`src/rtl/rtc_timeofday.sv`:
```
// BCD HH:MM:SS time-of-day counter driven by a 32-bit phase accumulator.
// Define RTC_PPS_SYNC_EN to discipline the second boundary to i_gps_pps.
module rtc_timeofday #(
  parameter logic [31:0] DEFAULT_STEP = 32'd43
) (
  input  logic        i_clk,
  input  logic        i_reset,
  input  logic        i_wr,
  input  logic [21:0] i_when,
  input  logic [2:0]  i_valid,
  input  logic        i_step_wr,
  input  logic [31:0] i_step,
  input  logic        i_gps_pps,
  output logic [21:0] o_now,
  output logic        o_pps,
  output logic        o_ppd,
  output logic [31:0] o_data
);

  logic [31:0] subsec;
  logic [31:0] step;
  logic        carry;
  logic [32:0] sum;
  logic        ss_ok, mm_ok, hh_ok;
  logic        ld_ss, ld_mm, ld_hh;
  logic        tick, resync, advance, clear;
  logic [21:0] now_inc, now_wr;
  logic        wrap;

  assign sum = {1'b0, subsec} + {1'b0, step};

  assign ss_ok = (i_when[3:0] <= 4'd9) && (i_when[7:4] <= 4'd5);
  assign mm_ok = (i_when[11:8] <= 4'd9) && (i_when[15:12] <= 4'd5);
  assign hh_ok = (i_when[19:16] <= 4'd9) && ({2'b00, i_when[21:16]} <= 8'h23);

  assign ld_ss = i_wr && i_valid[0] && ss_ok;
  assign ld_mm = i_wr && i_valid[1] && mm_ok;
  assign ld_hh = i_wr && i_valid[2] && hh_ok;

`ifdef RTC_PPS_SYNC_EN
  logic [2:0] pps_sync;
  logic       pps_edge;

  always_ff @(posedge i_clk) begin
    if (i_reset) pps_sync <= 3'b000;
    else         pps_sync <= {pps_sync[1:0], i_gps_pps};
  end

  assign pps_edge = pps_sync[1] && !pps_sync[2];
  // A late second (upper half of the accumulator) is emitted on the edge itself.
  assign tick   = carry || (pps_edge && subsec[31]);
  assign resync = pps_edge && !i_wr;
`else
  logic unused_gps_pps;
  assign unused_gps_pps = i_gps_pps;
  assign tick   = carry;
  assign resync = 1'b0;
`endif

  assign advance = tick && !i_wr;
  assign clear   = ld_ss || resync;

  always_comb begin
    now_inc = o_now;
    wrap    = 1'b0;
    if (o_now[3:0] != 4'd9) now_inc[3:0] = o_now[3:0] + 4'd1;
    else begin
      now_inc[3:0] = 4'd0;
      if (o_now[7:4] != 4'd5) now_inc[7:4] = o_now[7:4] + 4'd1;
      else begin
        now_inc[7:4] = 4'd0;
        if (o_now[11:8] != 4'd9) now_inc[11:8] = o_now[11:8] + 4'd1;
        else begin
          now_inc[11:8] = 4'd0;
          if (o_now[15:12] != 4'd5) now_inc[15:12] = o_now[15:12] + 4'd1;
          else begin
            now_inc[15:12] = 4'd0;
            if (o_now[21:16] == 6'h23) begin
              now_inc[21:16] = 6'h00;
              wrap           = 1'b1;
            end else if (o_now[19:16] != 4'd9) begin
              now_inc[19:16] = o_now[19:16] + 4'd1;
            end else begin
              now_inc[19:16] = 4'd0;
              now_inc[21:20] = o_now[21:20] + 2'd1;
            end
          end
        end
      end
    end
  end

  always_comb begin
    now_wr = o_now;
    if (ld_ss) now_wr[7:0]   = i_when[7:0];
    if (ld_mm) now_wr[15:8]  = i_when[15:8];
    if (ld_hh) now_wr[21:16] = i_when[21:16];
  end

  // Any write cycle swallows a pending tick; illegal fields simply keep their value.
  always_ff @(posedge i_clk) begin
    if (i_reset) begin
      subsec <= 32'd0;
      carry  <= 1'b0;
      step   <= DEFAULT_STEP;
      o_now  <= 22'd0;
      o_pps  <= 1'b0;
      o_ppd  <= 1'b0;
    end else begin
      if (i_step_wr) step <= i_step;
      if (clear) {carry, subsec} <= 33'd0;
      else       {carry, subsec} <= sum;
      if (i_wr)      o_now <= now_wr;
      else if (tick) o_now <= now_inc;
      o_pps <= advance;
      o_ppd <= advance && wrap;
    end
  end

  assign o_data = {10'h000, o_now};

endmodule

```
`config.mk`:
```
export PLATFORM = sky130hd
export DESIGN_NAME = rtc_timeofday
export DESIGN_NICKNAME = d
export VERILOG_FILES = /design/src/rtl/rtc_timeofday.sv
export SDC_FILE = /design/constraint.sdc
export NUM_CORES = 1
export LEC_CHECK = 0
export BUFFER_PORTS_ARGS = -buffer_cell sky130_fd_sc_hd__buf_2
export CELL_PAD_IN_SITES_DETAIL_PLACEMENT = 1
export CELL_PAD_IN_SITES_GLOBAL_PLACEMENT = 1
export CORE_MARGIN = 2
export CORE_UTILIZATION = 39
export CTS_BUF_LIST = sky130_fd_sc_hd__clkbuf_8
export CTS_CLUSTER_SIZE = 25
export DETAILED_ROUTE_END_ITERATION = 8
export HOLD_SLACK_MARGIN = 0.06
export PLACE_DENSITY_LB_ADDON = 0.1
export SYNTH_ARGS = -nofsm -noshare
export SYNTH_HDL_FRONTEND = slang
export SYNTH_SLANG_ARGS = --single-unit
```
`constraint.sdc`:
```
create_clock -name i_clk -period 2.3 [get_ports i_clk]
set_input_delay 0.46 -clock i_clk [delete_from_list [all_inputs] [get_ports i_clk]]
set_output_delay 0.46 -clock i_clk [all_outputs]
set_load 0.03 [all_outputs]
```
== After elaboration in Yosys (flattened, before gate mapping) ==
Cells that the tools add are included.

* Memories: 0
* Input bits: 62
* Flip-flop bits (word level): 89
* Output and inout port bits: 56
* Bits in latches: 0
* Bits in read-only memories: 0
* RAM bits: 0
* Word-level logic and storage cells: 79

* $mul: 0
* Order comparisons: 6
* Shift operators: 0
* Divide/modulo/power cells: 0
* Reductions and logical operators: 20
* Eq/ne operators: 14
* Add/sub/neg operators: 7
* Multiplexer cells: 21
* Bitwise logic cells: 0

{| class="wikitable"
|+ Operator list
! cell !! count
|-
| 22-bit 2-to-1 mux || 2
|-
| 32-bit by 32-bit adder with 33-bit output || 1
|-
| 4-bit by 1-bit adder with 4-bit output (second input constant) || 5
|-
| 4-bit 2-to-1 mux || 5
|-
| 18-bit 2-to-1 mux || 1
|-
| 6-bit 2-to-1 mux || 3
|-
| 8-bit 2-to-1 mux || 2
|-
| 14-bit 2-to-1 mux || 1
|-
| 4-bit <= comparator (second input constant) || 3
|-
| 4-bit != test (second input constant) || 3
|-
| 1-bit logical AND || 11
|-
| 10-bit 2-to-1 mux || 1
|-
| 4-bit by 3-bit <= comparator with 1-bit output (second input constant) || 2
|-
| 2-bit != test (second input constant) || 4
|-
| 4-bit by 3-bit != test with 1-bit output (second input constant) || 2
|-
| 7-bit AND reduction || 1
|-
| 6-bit equality test (second input constant) || 1
|-
| 6-bit <= comparator (second input constant) || 1
|-
| 2-bit by 1-bit != test with 1-bit output (second input constant) || 3
|-
| 6-bit AND reduction || 1
|-
| 1-bit 2-to-1 mux || 5
|-
| 5-bit AND reduction || 1
|-
| 4-bit AND reduction || 1
|-
| 3-bit != test (second input constant) || 1
|-
| other kinds (7) || 7
|}

== Depth between registers and ports, before layout ==
Gate-level depths: netlist of run 1.

* Depth in word-level cells: 9
* Gate-level depth with buffers: 8
* Depth with buffers taken out: 8

== Least setup slack after synthesis of run 1 ==
OpenSTA, ideal clock, no wires.

* Kind: register -> register
* Start point: register o_now[16]
* End point: register o_now[18]
* Stages on the path, launching flop included: 8
* Slack: 0.190 ns
* Data required time: 2.239 ns
* Clock period less this slack: 2.110 ns
* Path buffers: 0
* Arrival time: 2.049 ns
* Library setup time: 0.061 ns
* Cell sequence: dfxtp_1 > ha_1 > nor3b_1 > nor3b_1 > or3_1 > or3b_1 > a21oi_1 > a32o_1

* Longest elaborated chain between the ends: 9
* Elaborated cells on any way between the ends: 11
* Those cells by class: 1 x add/sub; 2 x eq/ne; 8 x mux

{| class="wikitable"
|+ Ends and longest elaborated chain
! what !! RTL line !! RTL
|-
| start: declaration || 14 || <nowiki>output logic [21:0] o_now,</nowiki>
|-
| start signal: assignment || 113 || <nowiki>if (i_wr) o_now <= now_wr;</nowiki>
|-
| start signal: assignment || 114 || <nowiki>else if (tick) o_now <= now_inc;</nowiki>
|-
| 4-bit by 1-bit adder with 4-bit output or 4-bit != test (tied branches) || 82, 81 ||
|-
| 4-bit 2-to-1 mux || 81 || <nowiki>end else if (o_now[19:16] != 4'd9) begin</nowiki>
|-
| 6-bit 2-to-1 mux (*) || 78 || <nowiki>if (o_now[21:16] == 6'h23) begin</nowiki>
|-
| 6-bit 2-to-1 mux (*) || 75 || <nowiki>if (o_now[15:12] != 4'd5) now_inc[15:12] = o_now[15:12] + 4'd1;</nowiki>
|-
| 10-bit 2-to-1 mux (*) || 72 || <nowiki>if (o_now[11:8] != 4'd9) now_inc[11:8] = o_now[11:8] + 4'd1;</nowiki>
|-
| 14-bit 2-to-1 mux (*) || 69 || <nowiki>if (o_now[7:4] != 4'd5) now_inc[7:4] = o_now[7:4] + 4'd1;</nowiki>
|-
| 18-bit 2-to-1 mux (*) || 66 || <nowiki>if (o_now[3:0] != 4'd9) now_inc[3:0] = o_now[3:0] + 4'd1;</nowiki>
|-
| 22-bit 2-to-1 mux (*) || 114 ||
|-
| 22-bit 2-to-1 mux (*) || 113 ||
|}

Every way passes the cells marked *; elsewhere a longest branch is shown, timed or not. The select of a mux whose other input is x is not followed.
A chain may end at the register's enable or synchronous reset.

== Worst setup path in the final report of run 1 ==
* Start point: register step[7]
* End point: register subsec[19]

* Longest elaborated chain between the ends: 1

{| class="wikitable"
|+ Ends and longest elaborated chain
! what !! RTL line !! RTL
|-
| start: declaration || 21 || <nowiki>logic [31:0] step;</nowiki>
|-
| start signal: assignment || 110 || <nowiki>if (i_step_wr) step <= i_step;</nowiki>
|-
| 32-bit by 32-bit adder with 33-bit output || 30 || <nowiki>assign sum = {1'b0, subsec} + {1'b0, step};</nowiki>
|-
| end signal: assignment || 112 || <nowiki>else {carry, subsec} <= sum;</nowiki>
|-
| end: declaration || 20 || <nowiki>logic [31:0] subsec;</nowiki>
|}

Every way passes these cells.

==> flow_metrics.py, run 1 <==
metrics = {
    "logic_synthesis": {
        "synth_area_leaders": "dfxtp_1, ha_1, mux2i_1",
        "synth_edf_count": 0,
        "yosysSeqAreaShare": 0.309,
        "ys_seq_elements": 89,
        "synth.largest_area_cell": "dfxtp_1",
        "synth_top_area_share": 0.309,
        "async_flop_share": 0,
        "postSynthAreaPerCell_um2": 8.39,
        "syn_area_um2": 5770,
        "ys.flop_type": "dfxtp_1",
        "synth.distinct_cells": 75,
        "synth-warning-count": 0,
        "syn_inst": 687,
        "yosysMostFrequentCell": "dfxtp_1",
        "synth_common_cells": "dfxtp_1, nor2_1, a21oi_1",
    },
    "sta": {
        "finClkSkew_ns": 0.00882,
        "hold_viol_final": 0,
        "grt_setup_unrepaired": "true",
        "worst_slack_ns": 0.133,
        "max_freq_mhz": 462,
        "slew_violations": 0,
        "max_slew_margin": 0.614,
        "finalSetupViolations": 0,
        "fin_crit_sh": 0.942,
        "fin_hold_ws_ns": 0.282,
        "post-route-min-period_ns": 2.17,
        "setup_tns_ns": 0,
        "worstMarginPinSlew_ns": 0.564,
    },
    "global_route": {
        "grtUsageTotal": 0.202,
        "grt_max_degree": 49,
        "grt_pass1_vias": 5337,
        "overflow": 0,
        "antenna_found_initial": 0,
        "grt_pass1_wl_mm": 26.2,
    },
    "setup_path": {
        "required_ns": 2.60,
        "critPathLaunchType": "flip-flop",
        "critPathCaptureType": "flip-flop",
        "crit_arrival_ns": 2.47,
        "worstSetupPathType": "reg2reg",
        "crit_fanout": 6,
        "rrSetupSlack_ns": 0.13,
    },
    "cells_and_area": {
        "nets": 872,
        "fillers": 1775,
        "fin_cells": 962,
        "diodes": 0,
        "syn2layout_area_growth_pct": 15.3,
        "drive_above_1_share": 0.251,
    },
    "drt": {
        "drc_errors": 0,
        "drt_iter0_markers": 148,
        "wl_per_cell_um": 16.5,
        "firstDrtPassIters": 4,
        "highest_layer": "met4",
        "met2WireLength_mm": 7.78,
        "vias": 5338,
        "ant_nets": 0,
        "routed_wl_mm": 15.8,
        "met1_length_mm": 7.00,
        "viasPerCell": 5.55,
        "wl_met3_um": 688,
    },
    "clocking": {
        "cts_sinks": 89,
        "cts_buffer_depth": 2,
        "htree_levels": 3,
        "cts_made_buffers": 9,
        "clk_pin_slew_worst_paths_ns": 0.09,
        "cts_hold_buf": 0,
        "clock-root-buffer": "clkbuf_8",
        "cts_tree": "yes",
        "worstSkewPairLatency_ns": 0.39,
    },
    "run_status": {
        "status": "finished clean",
    },
    "pwr": {
        "ir_worst_vdd_mv": 0.308,
        "leakagePower_nw": 2.92,
        "p_per_area_nw_per_um2": 618,
    },
    "worst_hold_path": {
        "hp-class": "in2reg",
    },
    "placed_design": {
        "dp_slack_ns": 0.0760,
        "place_inst": 944,
        "hpwl_mm": 12.1,
        "gp_congestion": 0.852,
        "port_buffers": 106,
    },
    "flow_run": {
        "maxCapViolations": 0,
    },
    "floorplanning": {
        "rows": 44,
        "initial_core_util": 0.398,
        "core_um2": 14500,
        "dieHeight_um": 126,
        "io-pin-count": 118,
        "chipWidth_um": 126,
        "dieArea_um2": 15800,
    },
}
[path summary, 6_finish.rpt]
check | start | to | cells past startpoint
min | i_step[3] | step[3] | 3
min reg2reg | step[14] | step[14] | 2
max | step[7] | subsec[19] | 8
max reg2reg | step[7] | subsec[19] | 8
[power by group]
| group | leakage (nW) | switching (mW) | internal, mW |
|---|---|---|---|
| logic | 2.09 | 0.754 | 0.497 |
| registers | 0.730 | 0.0709 | 1.68 |
| clock network | 0.102 | 0.606 | 0.493 |
[logic make-up after synthesis]
kind of cell / share of synthesized area
compound gates: 0.233
xor+xnor: 0.0167
mux: 0.0608
simple gates: 0.209
fa+ha+maj: 0.0816
flops: 0.309
buf+inv: 0.0894
other cells: 0.000650
[cells in the final DEF (no fill, tap or decap), drive strengths merged, types with 9 or more instances in the layout]
master    n
a21o     13
nand2    48
nand3    19
dfxtp    89
a211oi   19
nor2     79
clkbuf    9
nor3     33
o21a     17
buf     133
nand2b    9
inv      16
o21ai    34
conb     10
a21oi    58
nand4    16
ha       36
mux2i    35
[metrics by stage]
step | total power [mW] | utilization | cell area [um^2]
after global routing | 4.36 | 0.459 | 6650
final | 4.10 | 0.459 | 6650
after floorplan | 2.72 | - | 5800
after detailed placement | 2.99 | 0.435 | 6300
after global placement | 2.94 | 0.435 | 6300
after CTS | 4.09 | 0.448 | 6480
[what timing repair did]
action                     4_1_cts  5_1_grt
buffers inserted                 0        2
setup endpoints to repair        0       21
gates resized for setup          0       29
[layout make-up]
cell class              instances  area, um^2  area share
clock buffers                   9         124      0.0186
clock inverters                 7        63.8     0.00960
inverters                      14        52.6     0.00791
multi-input cells             526        3650       0.549
flip-flops and latches         89        1780       0.268
well taps                     184         230      0.0346
repair buffers                133         746       0.112
[critical path, cell delays in order (launching register included)]
cell and delay, ns:
dfxtp_1 0.32, ha_2 0.38, nand3_2 0.15, a2111oi_4 0.39
nand4_4 0.21, buf_4 0.21, a21oi_2 0.15, nor3_1 0.06
nor3_1 0.19
[state kept, by name (all words and copies together) (netlist names)]
register and count:
carry 1, o_now 22, o_pps 1, step 32, o_ppd 1, subsec 32
[layer usage]
metal	track usage	up-vias
li1	-	2626
met1	0.247	2567
met2	0.351	118
met3	0.0351	27
met4	0.0830	0
met5	0	-
No activity file was read; power rests on OpenSTA's default activity.
==> inputs of run 2 (changes only) <==
--- a/config.mk
+++ b/config.mk
@@ -8,7 +8,6 @@
 export BUFFER_PORTS_ARGS = -buffer_cell sky130_fd_sc_hd__buf_2
 export CELL_PAD_IN_SITES_DETAIL_PLACEMENT = 1
 export CELL_PAD_IN_SITES_GLOBAL_PLACEMENT = 1
-export CORE_MARGIN = 2
 export CORE_UTILIZATION = 39
 export CTS_BUF_LIST = sky130_fd_sc_hd__clkbuf_8
 export CTS_CLUSTER_SIZE = 25
==> flow_metrics.py, run 2 (synthesis results as in run 1) <==
metrics = {
    "drt": {
        "wl_per_cell_um": 16.3,
        "vias": 5317,
        "drc_errors": 0,
        "ant_nets": 0,
        "routed_wl_mm": 15.7,
        "viasPerCell": 5.52,
        "drt_iter0_markers": 172,
        "firstDrtPassIters": 4,
    },
    "setup_path": {
        "critPathTopFamily": "compound AO/OA/AOI/OAI gates",
        "cp_slowest_cell": "a2111oi_4",
        "critPathBufInv": 1,
        "critical_path.max_stage_delay_ns": 0.39,
        "crit_arrival_ns": 2.46,
        "timing.critical_path.cells": "ha_2 -> nand2_2 -> a211oi_4 -> a21boi_4 -> buf_4 -> a2111oi_4 -> o21a_1 -> nor3_2",
        "crit_fanout": 7,
        "r2r_cells": 8,
        "critPathCaptureType": "flip-flop",
        "critPathLaunchType": "flip-flop",
        "required_ns": 2.57,
        "worstSetupPathType": "reg2reg",
        "crit_cells": 8,
    },
    "clocking": {
        "cts_tree": "yes",
        "clock-root-buffer": "clkbuf_8",
        "cts_made_buffers": 9,
        "cts_sinks": 89,
        "clk_pin_slew_worst_paths_ns": 0.10,
        "htree_levels": 3,
        "worstSkewPairLatency_ns": 0.38,
        "cts_buffer_depth": 2,
    },
    "cells_and_area": {
        "final_common_cell": "buf_2",
        "reg_top3": "step x32, subsec x32, o_now x22",
        "syn2layout_area_growth_pct": 17.9,
        "nets": 873,
        "diodes": 0,
        "most-common-layout-cells": "buf_2, dfxtp_1, nor2_1",
        "drive_above_1_share": 0.255,
    },
    "worst_hold_path": {
        "hold_depth": 3,
        "hp-class": "in2reg",
    },
    "placed_design": {
        "hpwl_mm": 12.0,
        "port_buffers": 106,
        "gp_congestion": 0.860,
    },
    "floorplanning": {
        "chipWidth_um": 124,
        "io-pin-count": 118,
        "dieArea_um2": 15300,
        "dieHeight_um": 124,
        "rows": 44,
        "core_um2": 14500,
        "initial_core_util": 0.398,
    },
    "pwr": {
        "share_comb_of_total_power": 0.302,
        "intPower_mw": 2.99,
        "finalPower_mw": 4.45,
        "clock_power_share": 0.297,
        "sw_frac_of_total": 0.328,
        "p_per_area_nw_per_um2": 655,
        "ir_worst_vdd_mv": 0.238,
        "seq_power_share": 0.400,
        "leakagePower_nw": 2.94,
        "p_sw_mw": 1.46,
    },
    "global_route": {
        "grt_max_degree": 31,
        "grt_pass1_vias": 5220,
        "overflow": 0,
        "grtUsageTotal": 0.211,
        "grt_pass1_wl_mm": 25.0,
        "antenna_found_initial": 0,
    },
    "run_status": {
        "status": "finished clean",
    },
    "sta": {
        "worstMarginPinSlew_ns": 0.546,
        "hold_viol_final": 0,
        "finClkSkew_ns": 0.0143,
        "max_slew_margin": 0.631,
        "post-route-min-period_ns": 2.18,
        "finalSetupViolations": 0,
        "slew_violations": 0,
        "max_freq_mhz": 458,
        "fin_crit_sh": 0.948,
        "fin_hold_ws_ns": 0.295,
    },
    "flow_run": {
        "maxCapViolations": 0,
    },
}
run 2: layer usage:
layer / routed length [um] / global-route usage
met1: 6990 / 0.254
met2: 7810 / 0.376
met3: 557 / 0.0362
met4: 318 / 0.0730
met5: 0 / 0
run 2: path summary, 6_finish.rpt:
path	to	slack, ns	startpoint
setup reg to reg	subsec[30]	0.12	step[11]
hold / removal	step[3]	0.30	i_step[3]
hold reg to reg	step[0]	0.50	step[0]
setup / recovery	subsec[30]	0.12	step[11]
run 2: power by group through the flow:
stage          clock network [mW]  logic (mW)  registers [mW]
3_3_place_gp                    0        1.15            1.78
2_1_floorplan                   0       0.939            1.78
4_1_cts                      1.39        1.20            1.75
6_report                     1.32        1.34            1.78
5_1_grt                      1.43        1.49            1.80
3_5_place_dp                    0        1.19            1.79
run 2: area by class of cell:
class | count | area (um^2)
fill | 1779 | 7680
multi-input combinational | 526 | 3730
sequential | 89 | 1780
timing repair buffer | 134 | 753
tap | 184 | 230
clock buffer | 9 | 124
clock inverter | 7 | 119
inverter | 14 | 52.6
run 2: metrics by stage:
step,util,setup slack (ns),area (um^2),TNS (ns),instances
2_1_floorplan,-,0.190,5800,0,696
3_3_place_gp,0.434,0.0679,6290,0,943
3_5_place_dp,0.434,0.0385,6290,0,943
4_1_cts,0.452,0.00666,6540,0,959
5_1_grt,0.469,-0.00223,6800,-0.00395,963
6_report,0.469,0.118,6800,0,963
run 2: what timing repair did:
item	4_1_cts	5_1_grt
hold buffers	0	0
setup endpoints to repair	1	20
pin swaps	0	7
gates resized for setup	1	34
buffers inserted	0	4
run 2: tightest hold or removal path, delay by kind of cell:
| family | cells | cell delay (ns) |
|---|---|---|
| buf+inv | 1 | 0.08 |
| mux | 1 | 0.05 |
| simple gates | 1 | 0.06 |
